**src/rtl/fetch_stage_pkg.sv**
```systemverilog
// Shared definitions for the instruction-fetch stage: state and next-PC select
// codes, the NOP word, and the generic adder / 4:1 mux used by the PC datapath.
package fetch_defs;

  typedef enum logic [1:0] {
    ST_BOOT    = 2'd0,
    ST_RUN     = 2'd1,
    ST_INT_VEC = 2'd2
  } state_t;

  typedef enum logic [1:0] {
    SEL_INC    = 2'd0,
    SEL_HOLD   = 2'd1,
    SEL_BRANCH = 2'd2,
    SEL_VEC    = 2'd3
  } pc_sel_t;

  // Helpers operate on a wide word; callers zero-extend in and truncate out.
  localparam int HW = 32;
  localparam logic [HW-1:0] NOP_INSTR = 32'd0;

  function automatic logic [HW-1:0] adder(input logic [HW-1:0] op1,
                                          input logic [HW-1:0] op2,
                                          input logic          carryin);
    return op1 + op2 + {31'd0, carryin};
  endfunction

  function automatic logic [HW-1:0] mux_4_1(input pc_sel_t         sel,
                                            input logic [HW-1:0] in0,
                                            input logic [HW-1:0] in1,
                                            input logic [HW-1:0] in2,
                                            input logic [HW-1:0] in3);
    logic [HW-1:0] res;
    case (sel)
      SEL_INC:    res = in0;
      SEL_HOLD:   res = in1;
      SEL_BRANCH: res = in2;
      SEL_VEC:    res = in3;
      default:    res = in1;
    endcase
    return res;
  endfunction

endpackage

```
**src/rtl/fetch_stage_if.sv**
```systemverilog
// Bus between the fetch stage and its neighbours: instruction memory, hazard
// unit, execute redirect, interrupt controller and decode.
interface fetch_stage_if #(
  parameter int ADDR_WIDTH  = 8,
  parameter int INSTR_WIDTH = 8
);
  logic [ADDR_WIDTH-1:0]  imem_addr;
  logic [INSTR_WIDTH-1:0] imem_data;
  logic                   stall;
  logic                   branch_taken;
  logic [ADDR_WIDTH-1:0]  branch_target;
  logic                   int_req;
  logic                   int_return;
  logic                   int_ack;
  logic [ADDR_WIDTH-1:0]  saved_pc;
  logic [INSTR_WIDTH-1:0] if_id_instr;
  logic [ADDR_WIDTH-1:0]  if_id_pc_next;
  logic                   if_id_valid;

  modport master (
    output imem_addr, int_ack, saved_pc, if_id_instr, if_id_pc_next, if_id_valid,
    input  imem_data, stall, branch_taken, branch_target, int_req, int_return
  );

  modport slave (
    input  imem_addr, int_ack, saved_pc, if_id_instr, if_id_pc_next, if_id_valid,
    output imem_data, stall, branch_taken, branch_target, int_req, int_return
  );
endinterface

```
**src/rtl/fetch_stage_if_id_reg.sv**
```systemverilog
// IF/ID pipeline register: instruction, its PC+1 and a valid flag.
// bubble takes priority over load; with neither asserted the contents hold.
module if_id_reg
  import fetch_defs::*;
#(
  parameter int ADDR_WIDTH  = 8,
  parameter int INSTR_WIDTH = 8
) (
  input  logic                   clk,
  input  logic                   rst,
  input  logic                   load,
  input  logic                   bubble,
  input  logic [INSTR_WIDTH-1:0] instr_in,
  input  logic [ADDR_WIDTH-1:0]  pc_next_in,
  output logic [INSTR_WIDTH-1:0] instr,
  output logic [ADDR_WIDTH-1:0]  pc_next,
  output logic                   valid
);

  // Pipeline register with bubble insertion and hold.
  always_ff @(posedge clk or posedge rst) begin
    if (rst) begin
      instr   <= INSTR_WIDTH'(NOP_INSTR);
      pc_next <= {ADDR_WIDTH{1'b0}};
      valid   <= 1'b0;
    end else if (bubble) begin
      instr   <= INSTR_WIDTH'(NOP_INSTR);
      pc_next <= {ADDR_WIDTH{1'b0}};
      valid   <= 1'b0;
    end else if (load) begin
      instr   <= instr_in;
      pc_next <= pc_next_in;
      valid   <= 1'b1;
    end else begin
      instr   <= instr;
      pc_next <= pc_next;
      valid   <= valid;
    end
  end

endmodule

```
**src/rtl/fetch_stage.sv**
```systemverilog
// Instruction-fetch stage: owns the PC, boot/interrupt vector loading and the
// IF/ID register. Instruction memory is read combinationally at imem_addr.
module fetch_stage
  import fetch_defs::*;
#(
  parameter int          ADDR_WIDTH  = 8,
  parameter int          INSTR_WIDTH = 8,
  parameter int unsigned BOOT_ADDR   = 32'd0,
  parameter int unsigned INT_ADDR    = 32'd1
) (
  input logic          clk,
  input logic          rst,
  fetch_stage_if.master bus
);

  state_t                state_r;
  logic [ADDR_WIDTH-1:0] pc_r;
  logic [ADDR_WIDTH-1:0] saved_pc_r;
  logic                  int_active_r;

  pc_sel_t               sel_s;
  logic                  int_accept_s;
  logic                  load_s;
  logic                  bubble_s;
  logic [ADDR_WIDTH-1:0] imem_addr_s;
  logic [ADDR_WIDTH-1:0] pc_inc_s;
  logic [ADDR_WIDTH-1:0] pc_nxt_s;

  // Next-PC source, memory address and IF/ID control from state and requests.
  always_comb begin
    int_accept_s = (state_r == ST_RUN) && bus.int_req && !int_active_r &&
                   !bus.stall && !bus.branch_taken;
    sel_s        = SEL_HOLD;
    load_s       = 1'b0;
    bubble_s     = 1'b0;
    imem_addr_s  = pc_r;
    case (state_r)
      ST_BOOT: begin
        imem_addr_s = ADDR_WIDTH'(BOOT_ADDR);
        sel_s       = SEL_VEC;
        bubble_s    = 1'b1;
      end
      ST_RUN: begin
        if (bus.branch_taken) begin
          sel_s    = SEL_BRANCH;
          bubble_s = 1'b1;
        end else if (int_accept_s) begin
          // The instruction at pc is not issued; it is where RTI resumes.
          sel_s    = SEL_HOLD;
          bubble_s = 1'b1;
        end else if (bus.stall) begin
          sel_s    = SEL_HOLD;
        end else begin
          sel_s    = SEL_INC;
          load_s   = 1'b1;
        end
      end
      ST_INT_VEC: begin
        imem_addr_s = ADDR_WIDTH'(INT_ADDR);
        sel_s       = SEL_VEC;
        bubble_s    = 1'b1;
      end
      default: begin
        imem_addr_s = ADDR_WIDTH'(BOOT_ADDR);
        sel_s       = SEL_VEC;
        bubble_s    = 1'b1;
      end
    endcase
  end

  // PC+1 wraps modulo 2^ADDR_WIDTH; the carry-out is dropped by the truncation.
  always_comb begin
    pc_inc_s = ADDR_WIDTH'(adder(HW'(pc_r), {HW{1'b0}}, 1'b1));
    pc_nxt_s = ADDR_WIDTH'(mux_4_1(sel_s, HW'(pc_inc_s), HW'(pc_r),
                                   HW'(bus.branch_target), HW'(bus.imem_data)));
  end

  // Control state, PC and interrupt bookkeeping.
  always_ff @(posedge clk or posedge rst) begin
    if (rst) begin
      state_r      <= ST_BOOT;
      pc_r         <= {ADDR_WIDTH{1'b0}};
      saved_pc_r   <= {ADDR_WIDTH{1'b0}};
      int_active_r <= 1'b0;
    end else begin
      pc_r <= pc_nxt_s;
      case (state_r)
        ST_BOOT:    state_r <= ST_RUN;
        ST_RUN:     state_r <= int_accept_s ? ST_INT_VEC : ST_RUN;
        ST_INT_VEC: state_r <= ST_RUN;
        default:    state_r <= ST_BOOT;
      endcase
      if (int_accept_s) begin
        saved_pc_r   <= pc_r;
        int_active_r <= 1'b1;
      end else if (bus.int_return) begin
        int_active_r <= 1'b0;
      end
    end
  end

  if_id_reg #(
    .ADDR_WIDTH (ADDR_WIDTH),
    .INSTR_WIDTH(INSTR_WIDTH)
  ) u_if_id (
    .clk       (clk),
    .rst       (rst),
    .load      (load_s),
    .bubble    (bubble_s),
    .instr_in  (bus.imem_data),
    .pc_next_in(pc_inc_s),
    .instr     (bus.if_id_instr),
    .pc_next   (bus.if_id_pc_next),
    .valid     (bus.if_id_valid)
  );

  assign bus.imem_addr = imem_addr_s;
  assign bus.int_ack   = (state_r == ST_INT_VEC);
  assign bus.saved_pc  = saved_pc_r;

endmodule

```
**src/flat_wrapper.sv**
```systemverilog
// flat-port wrapper written by rule: the top's interface ports become plain ports
module fetch_stage_flat import fetch_defs::*;
#(
  parameter int          ADDR_WIDTH  = 8,
  parameter int          INSTR_WIDTH = 8,
  parameter int unsigned BOOT_ADDR   = 32'd0,
  parameter int unsigned INT_ADDR    = 32'd1
)
  (clk, rst, bus_imem_addr, bus_int_ack, bus_saved_pc, bus_if_id_instr, bus_if_id_pc_next, bus_if_id_valid, bus_imem_data, bus_stall, bus_branch_taken, bus_branch_target, bus_int_req, bus_int_return);
  fetch_stage_if #(.ADDR_WIDTH(ADDR_WIDTH), .INSTR_WIDTH(INSTR_WIDTH)) bus_i ();
  input logic clk;
  input logic rst;
  output wire logic [$bits(bus_i.imem_addr)-1:0] bus_imem_addr;
  output wire logic [$bits(bus_i.int_ack)-1:0] bus_int_ack;
  output wire logic [$bits(bus_i.saved_pc)-1:0] bus_saved_pc;
  output wire logic [$bits(bus_i.if_id_instr)-1:0] bus_if_id_instr;
  output wire logic [$bits(bus_i.if_id_pc_next)-1:0] bus_if_id_pc_next;
  output wire logic [$bits(bus_i.if_id_valid)-1:0] bus_if_id_valid;
  input wire logic [$bits(bus_i.imem_data)-1:0] bus_imem_data;
  input wire logic [$bits(bus_i.stall)-1:0] bus_stall;
  input wire logic [$bits(bus_i.branch_taken)-1:0] bus_branch_taken;
  input wire logic [$bits(bus_i.branch_target)-1:0] bus_branch_target;
  input wire logic [$bits(bus_i.int_req)-1:0] bus_int_req;
  input wire logic [$bits(bus_i.int_return)-1:0] bus_int_return;
  assign bus_imem_addr = bus_i.imem_addr;
  assign bus_int_ack = bus_i.int_ack;
  assign bus_saved_pc = bus_i.saved_pc;
  assign bus_if_id_instr = bus_i.if_id_instr;
  assign bus_if_id_pc_next = bus_i.if_id_pc_next;
  assign bus_if_id_valid = bus_i.if_id_valid;
  assign bus_i.imem_data = bus_imem_data;
  assign bus_i.stall = bus_stall;
  assign bus_i.branch_taken = bus_branch_taken;
  assign bus_i.branch_target = bus_branch_target;
  assign bus_i.int_req = bus_int_req;
  assign bus_i.int_return = bus_int_return;
  fetch_stage #(.ADDR_WIDTH(ADDR_WIDTH), .INSTR_WIDTH(INSTR_WIDTH), .BOOT_ADDR(BOOT_ADDR), .INT_ADDR(INT_ADDR)) u_core (.clk(clk), .rst(rst), .bus(bus_i));
endmodule
```
**config.mk**
```make
export PLATFORM = sky130hd
export DESIGN_NAME = fetch_stage_flat
export DESIGN_NICKNAME = d
export VERILOG_FILES = /design/src/rtl/fetch_stage_pkg.sv /design/src/rtl/fetch_stage_if.sv /design/src/rtl/fetch_stage_if_id_reg.sv /design/src/rtl/fetch_stage.sv /design/src/flat_wrapper.sv
export SDC_FILE = /design/constraint.sdc
export NUM_CORES = 1
export LEC_CHECK = 0
export CAP_MARGIN = 20
export CORE_UTILIZATION = 43
export DETAILED_ROUTE_END_ITERATION = 6
export GPL_ROUTABILITY_DRIVEN = 0
export PLACE_DENSITY = 0.72
export SETUP_SLACK_MARGIN = 0.2
export SYNTH_ARGS = -nofsm -noshare
export SYNTH_HDL_FRONTEND = slang
export SYNTH_HIERARCHICAL = 1
export SYNTH_SLANG_ARGS = --single-unit
```
**constraint.sdc**
```tcl
create_clock -name clk -period 1.9 [get_ports clk]
set_input_delay 0.57 -clock clk [delete_from_list [all_inputs] [get_ports clk]]
set_output_delay 0.57 -clock clk [all_outputs]
set_load 0.02 [all_outputs]
```
# Word-level counts from Yosys, hierarchy flattened
# Index checks and enable logic that the tools add are counted.
# classes
multipliers	0
muxes	23
eq_ne	5
order_cmp	0
n_addsub	1
n_reduce_logical	12
bitwise	0
shift	0
div	0
# op_table
operator	n
2-to-1 mux 8 bit	4
one-hot mux 8 bit (4 select lines)	1
one-hot mux 8 bit (2 select lines)	1
2-to-1 mux 1 bit	12
adder 8 x 1 -> 8 bit, second input constant	1
2-to-1 mux 2 bit	4
== test 2 bit, second input constant	3
== test 2 x 1 -> 1 bit, second input constant	2
logical AND 1 bit	4
logical NOT 2 bit	2
one-hot mux 2 bit (2 select lines)	1
nonzero test 2 bit	2
logical NOT 1 bit	3
OR reduction 2 bit	1
# totals
romBits	0
ff_bits	36
latchBits	0
ram_bits	0
memories	0
elab_cells	48

# Longest topological paths before layout
# logic_depth
ltp_word	10
depth_mapped	9

# Cells and area by module
# The synthesis kept the hierarchy.
# by_module_without_submodules
mod	n_inst	cells_each	area_per_inst_um2	seq_area_each_um2
fetch_stage	1	118	1266.2	475.5
if_id_reg	1	56	698.2	425.4

# Worst setup path after synthesis
# No wires, ideal clock.
# synth_timing
path_kind	register to output
start	register u_core.state_r[1]
end	output bus_imem_addr[7]
arrival_time_ns	1.243
path_buffers	2
path_stages_with_launch	6
path_slack_ns	0.087
cell_sequence	dfrtp_1 -> inv_1 -> ha_1 -> buf_4 -> clkbuf_1 -> and2_1
# synth_between
elab_chain_len	2
# synth_rtl
element	line	text
start: declaration	fetch_stage.sv:16	state_t state_r;
start signal: assignment	fetch_stage.sv:89	ST_RUN: state_r <= int_accept_s ? ST_INT_VEC : ST_RUN;
== test 2 bit / == test 2 x 1 -> 1 bit (equally long branches)	fetch_stage.sv:37	case (state_r)
one-hot mux 8 bit (2 select lines) *	fetch_stage.sv:37	
end: declaration	flat_wrapper.sv:13	output wire logic [$bits(bus_i.imem_addr)-1:0] bus_imem_addr;
# Every way passes the cells marked *; elsewhere a longest branch is shown, timed or not.

# Worst setup path after layout
# layout_timing
start	register u_core.state_r[1]
end	output bus_imem_addr[0]
# The elaborated chain is that of the path after synthesis.

==> summary.md <==
| Metric | Value |
|---|---|
| Row count | 24 |
| Ys async rst share | between 90% and 100% |
| Max frequency | approximately 530 MHz |
| DR iter-0 viols | 65 |
| Sequential area share after synthesis | ~46% |
| Worst-path clk slew | around 0.070 ns |
| Post-Place Setup Slack | -0.1823 ns |
| Relative max-transition margin | 74.86% |
| Post-Syn Area per Cell | approximately 11 um^2 |
| # setup viols final | 0 |
| Synth warn | 6 |
| Worst Clk Skew | approximately 0.0077 ns |
| IO Pins | 56 |
| Final #Nets | slightly below 300 |
| Max cap viols | 0 |
| Initial Util | about 45% |
| Max-slew violation count | 0 |
| TritonCTS clock tree | yes |
| Largest net degree at the start of global routing | 20 |
| First drt pass iteration count | 6 |
| Most frequent cells after synthesis | dfrtp_1 (36), nor2_1 (20), mux2i_1 (17), a21oi_1 (9), xnor2_1 (9) |
| DP HPWL | between 3000 and 4000 um |
| Critical path type | flop to primary output |
| Die Ht | 69.59 um |
| Crit path launch | u_core/state_r[1] |
| Number of synthesized flops with an enable pin | 0 |
| PwrDens | between 1000 and 1500 mW/mm^2 |
| Ranking of synthesized cells by area | dfrtp_1 (46%), mux2i_1 (8.7%), xnor2_1 (4.0%), ha_1 (3.8%), mux2_4 (3.8%) |
| Peak supply drop | 0.8772 mV |
| Worst hold path type | flop to flop |
| Cell taking the most area after synthesis | dfrtp_1 |
| Switching pwr | ~1.8 mW |
| Slew @ Worst Pin | 0.3750 ns |
| Tcrit/Tclk final | between 90% and 100% |
| Yosys reg bits | 36 |
| Tmin final | about 1.9 ns |
| Buf/Inv on CP | 3 |
| # DRC | 0 |
| Num Clock Sinks | 36 |
| WP data arrival | roughly 1.3 ns |
| First-pass GRT wire length | slightly below 8000 um |
| Die Area | 0.004843 mm^2 |
| Antenna cells | 0 |
| Cts bufs inserted | 5 |
| Slowest-stage cell, CP | dfrtp_1 |
| CP Cell Sequence | inv_2, buf_6, ha_4, nor2b_4, buf_6 |
| Final Hold Vio Count | 0 |
| Total Power | ~4.4 mW |
| Hold Path Origin | u_core/bus.saved_pc[3] |
| Clk root buf | clkbuf_8 |
| Yosys cell types | 38 |
| Die Wd | around 70 um |
| Clock Tree Buf Depth | 2 |
| Share of cells above drive strength 1 | 41.33% |
| GRT Total Usage | between 20% and 30% |
| DR vias | approximately 1700 |
| RR Startpoint | u_core/state_r[1] |
| Synth Cell Area | between 0.0015 and 0.002 mm^2 |
| Yosys top cell area share | roughly 46% |
| Vias in the first global route | between 1500 and 2000 |
| Final Routed Wirelength | 5704 um |
| Leakage | roughly 1.5 nW |
| Outcome | finished clean |
| Synth-to-Final Area Change | 64.78% |
| Layout Utilization | 73.83% |
| Setup ws final | 0.006257 ns |
| Htree depth | 2 |
| WP data required | 1.33 ns |
| Worst-path fanout max | 2 |
| Register share of total power | approximately a quarter |
| Crit path top cell by count | buf_6 |
| Via/cell ratio | between 5 and 6 |
| Max incr delay on CP | around 0.37 ns |
| Clock share of power | between 10 and 15% |
| Count leader, synth | dfrtp_1 |
| IO buf count | 55 |
| Clock latency on the worst-skew pair | slightly below 0.3 ns |
| Core Area | 0.004384 mm^2 |
| Internal | approximately 2.7 mW |
| Crit-path leading delay family | flip-flops |
| Antenna viol nets, final | 0 |
| Prevailing post-synth register cell | dfrtp_1 |
| Crit path launch type | flop |
| Mapped Nets | slightly above 200 |
| Avg WL per Cell | around 18 um |
| Initial antenna violation count | 0 |
| Cells after Synth | 174 |
| CP Capture Type | primary output |
| RSZ-0062 raised after global routing | true |
| Sw Ratio | approximately two fifths |
| Logic gate share of total power | 62.3% |
| Gr ovfl total | 0 |
## registers in the layout, summed over array words and instances (netlist names)
signal	cells
u_core/state_r	2
u_core/u_if_id/valid	1
u_core/int_active_r	1
u_core/u_if_id/instr	8
u_core/bus.saved_pc	8
u_core/u_if_id/pc_next	8
u_core/pc_r	8
## timing repair
item / in CTS / in global routing
pin swaps: 13 / 6
hold buffers: 0 / 0
setup endpoints to repair: 42 / 43
setup buffers: 3 / 8
gates resized for setup: 101 / 43
gates cloned: 2 / 1
## final timing paths
check,slack [ns],cells after the start,end
worst max-delay path,0.006,5,bus_imem_addr[0]
worst min-delay path,0.52,1,u_core/bus.saved_pc[3]
worst max register to register,0.05,10,u_core/u_if_id/pc_next[1]
worst min register to register,0.52,1,u_core/bus.saved_pc[3]
max in group asynchronous,1.04,3,u_core/state_r[1]
min in group asynchronous,0.63,3,u_core/u_if_id/pc_next[5]
## cells by family (layout without fill, tap and decap cells)
logic type                 Yosys count  count (layout)  share of synthesized area (%)
and+or+nand+nor                     54              55                          17.13
xor gates and xnor gates            12              12                          5.351
AOI/OAI and AO/OA                   22              22                          7.579
DFF                                 36              36                          45.86
adders and majority gates            6               6                          3.822
buffers and inverters               20             116                          6.624
muxes                               24              24                          13.63
## placed cells by master (no fill, tap or decap), drive strengths merged, types with 2 or more instances in the layout
| cell | n |
|---|---|
| a21oi | 9 |
| a221oi | 5 |
| a22oi | 3 |
| and2 | 7 |
| buf | 54 |
| clkbuf | 6 |
| clkdlybuf4s50 | 19 |
| clkinv | 2 |
| dfrtp | 36 |
| dlygate4sd2 | 25 |
| dlymetal6s2s | 2 |
| ha | 6 |
| inv | 7 |
| mux2 | 7 |
| mux2i | 17 |
| nand2 | 5 |
| nand2b | 5 |
| nand3 | 3 |
| nand3b | 2 |
| nor2 | 21 |
| nor2b | 2 |
| nor3 | 5 |
| o21ai | 2 |
| xnor2 | 9 |
| xor2 | 3 |
## layer usage
layer | share of wire, % | global-route usage [%] | wire length, um | up-vias
met5 | 0 | 0 | 0 | -
met4 | 2.1 | 7.937 | 121 | 0
met3 | 4.7 | 4.360 | 266 | 13
met2 | 52 | 36.35 | 2938 | 65
met1 | 42 | 27.09 | 2378 | 836
li1 | - | - | - | 784
## area by class of cell
type | count | area (um^2)
multi-input combinational | 119 | 1210
fill | 295 | 1147
timing repair buffer | 100 | 934.6
sequential | 36 | 900.9
clock buffer | 6 | 82.58
tap | 52 | 65.06
inverter | 8 | 33.78
clock inverter | 2 | 10.01
## power groups by stage
stage	clock network, mW	logic (mW)	registers (mW)
6_report	0.556	2.76	1.12
4_1_cts	0.577	2.28	1.11
3_5_place_dp	0	2.12	1.11
2_1_floorplan	0	1.09	1.26
3_3_place_gp	0	2.09	1.10
5_1_grt	0.617	2.90	1.14
## metrics by stage
stage	hold slack [ns]	cells	TNS (ns)	area, um^2
3_5_place_dp	0.4893	301	-4.335	2749
6_report	0.5172	323	0	3237
3_3_place_gp	0.4819	301	-4.099	2749
4_1_cts	0.5009	314	0	2942
2_1_floorplan	0.4961	174	0	1977
5_1_grt	0.5402	323	-0.2405	3237
## worst reg2reg max path: stages (launching register included)
cell,delay (ns)
dfrtp_1,0.40
inv_2,0.10
ha_4,0.15
buf_6,0.10
buf_4,0.11
buf_8,0.12
nand2b_4,0.07
nor3_4,0.21
buf_6,0.20
mux2i_1,0.24
nor2_1,0.07
Power figures use the tool's default switching activity.
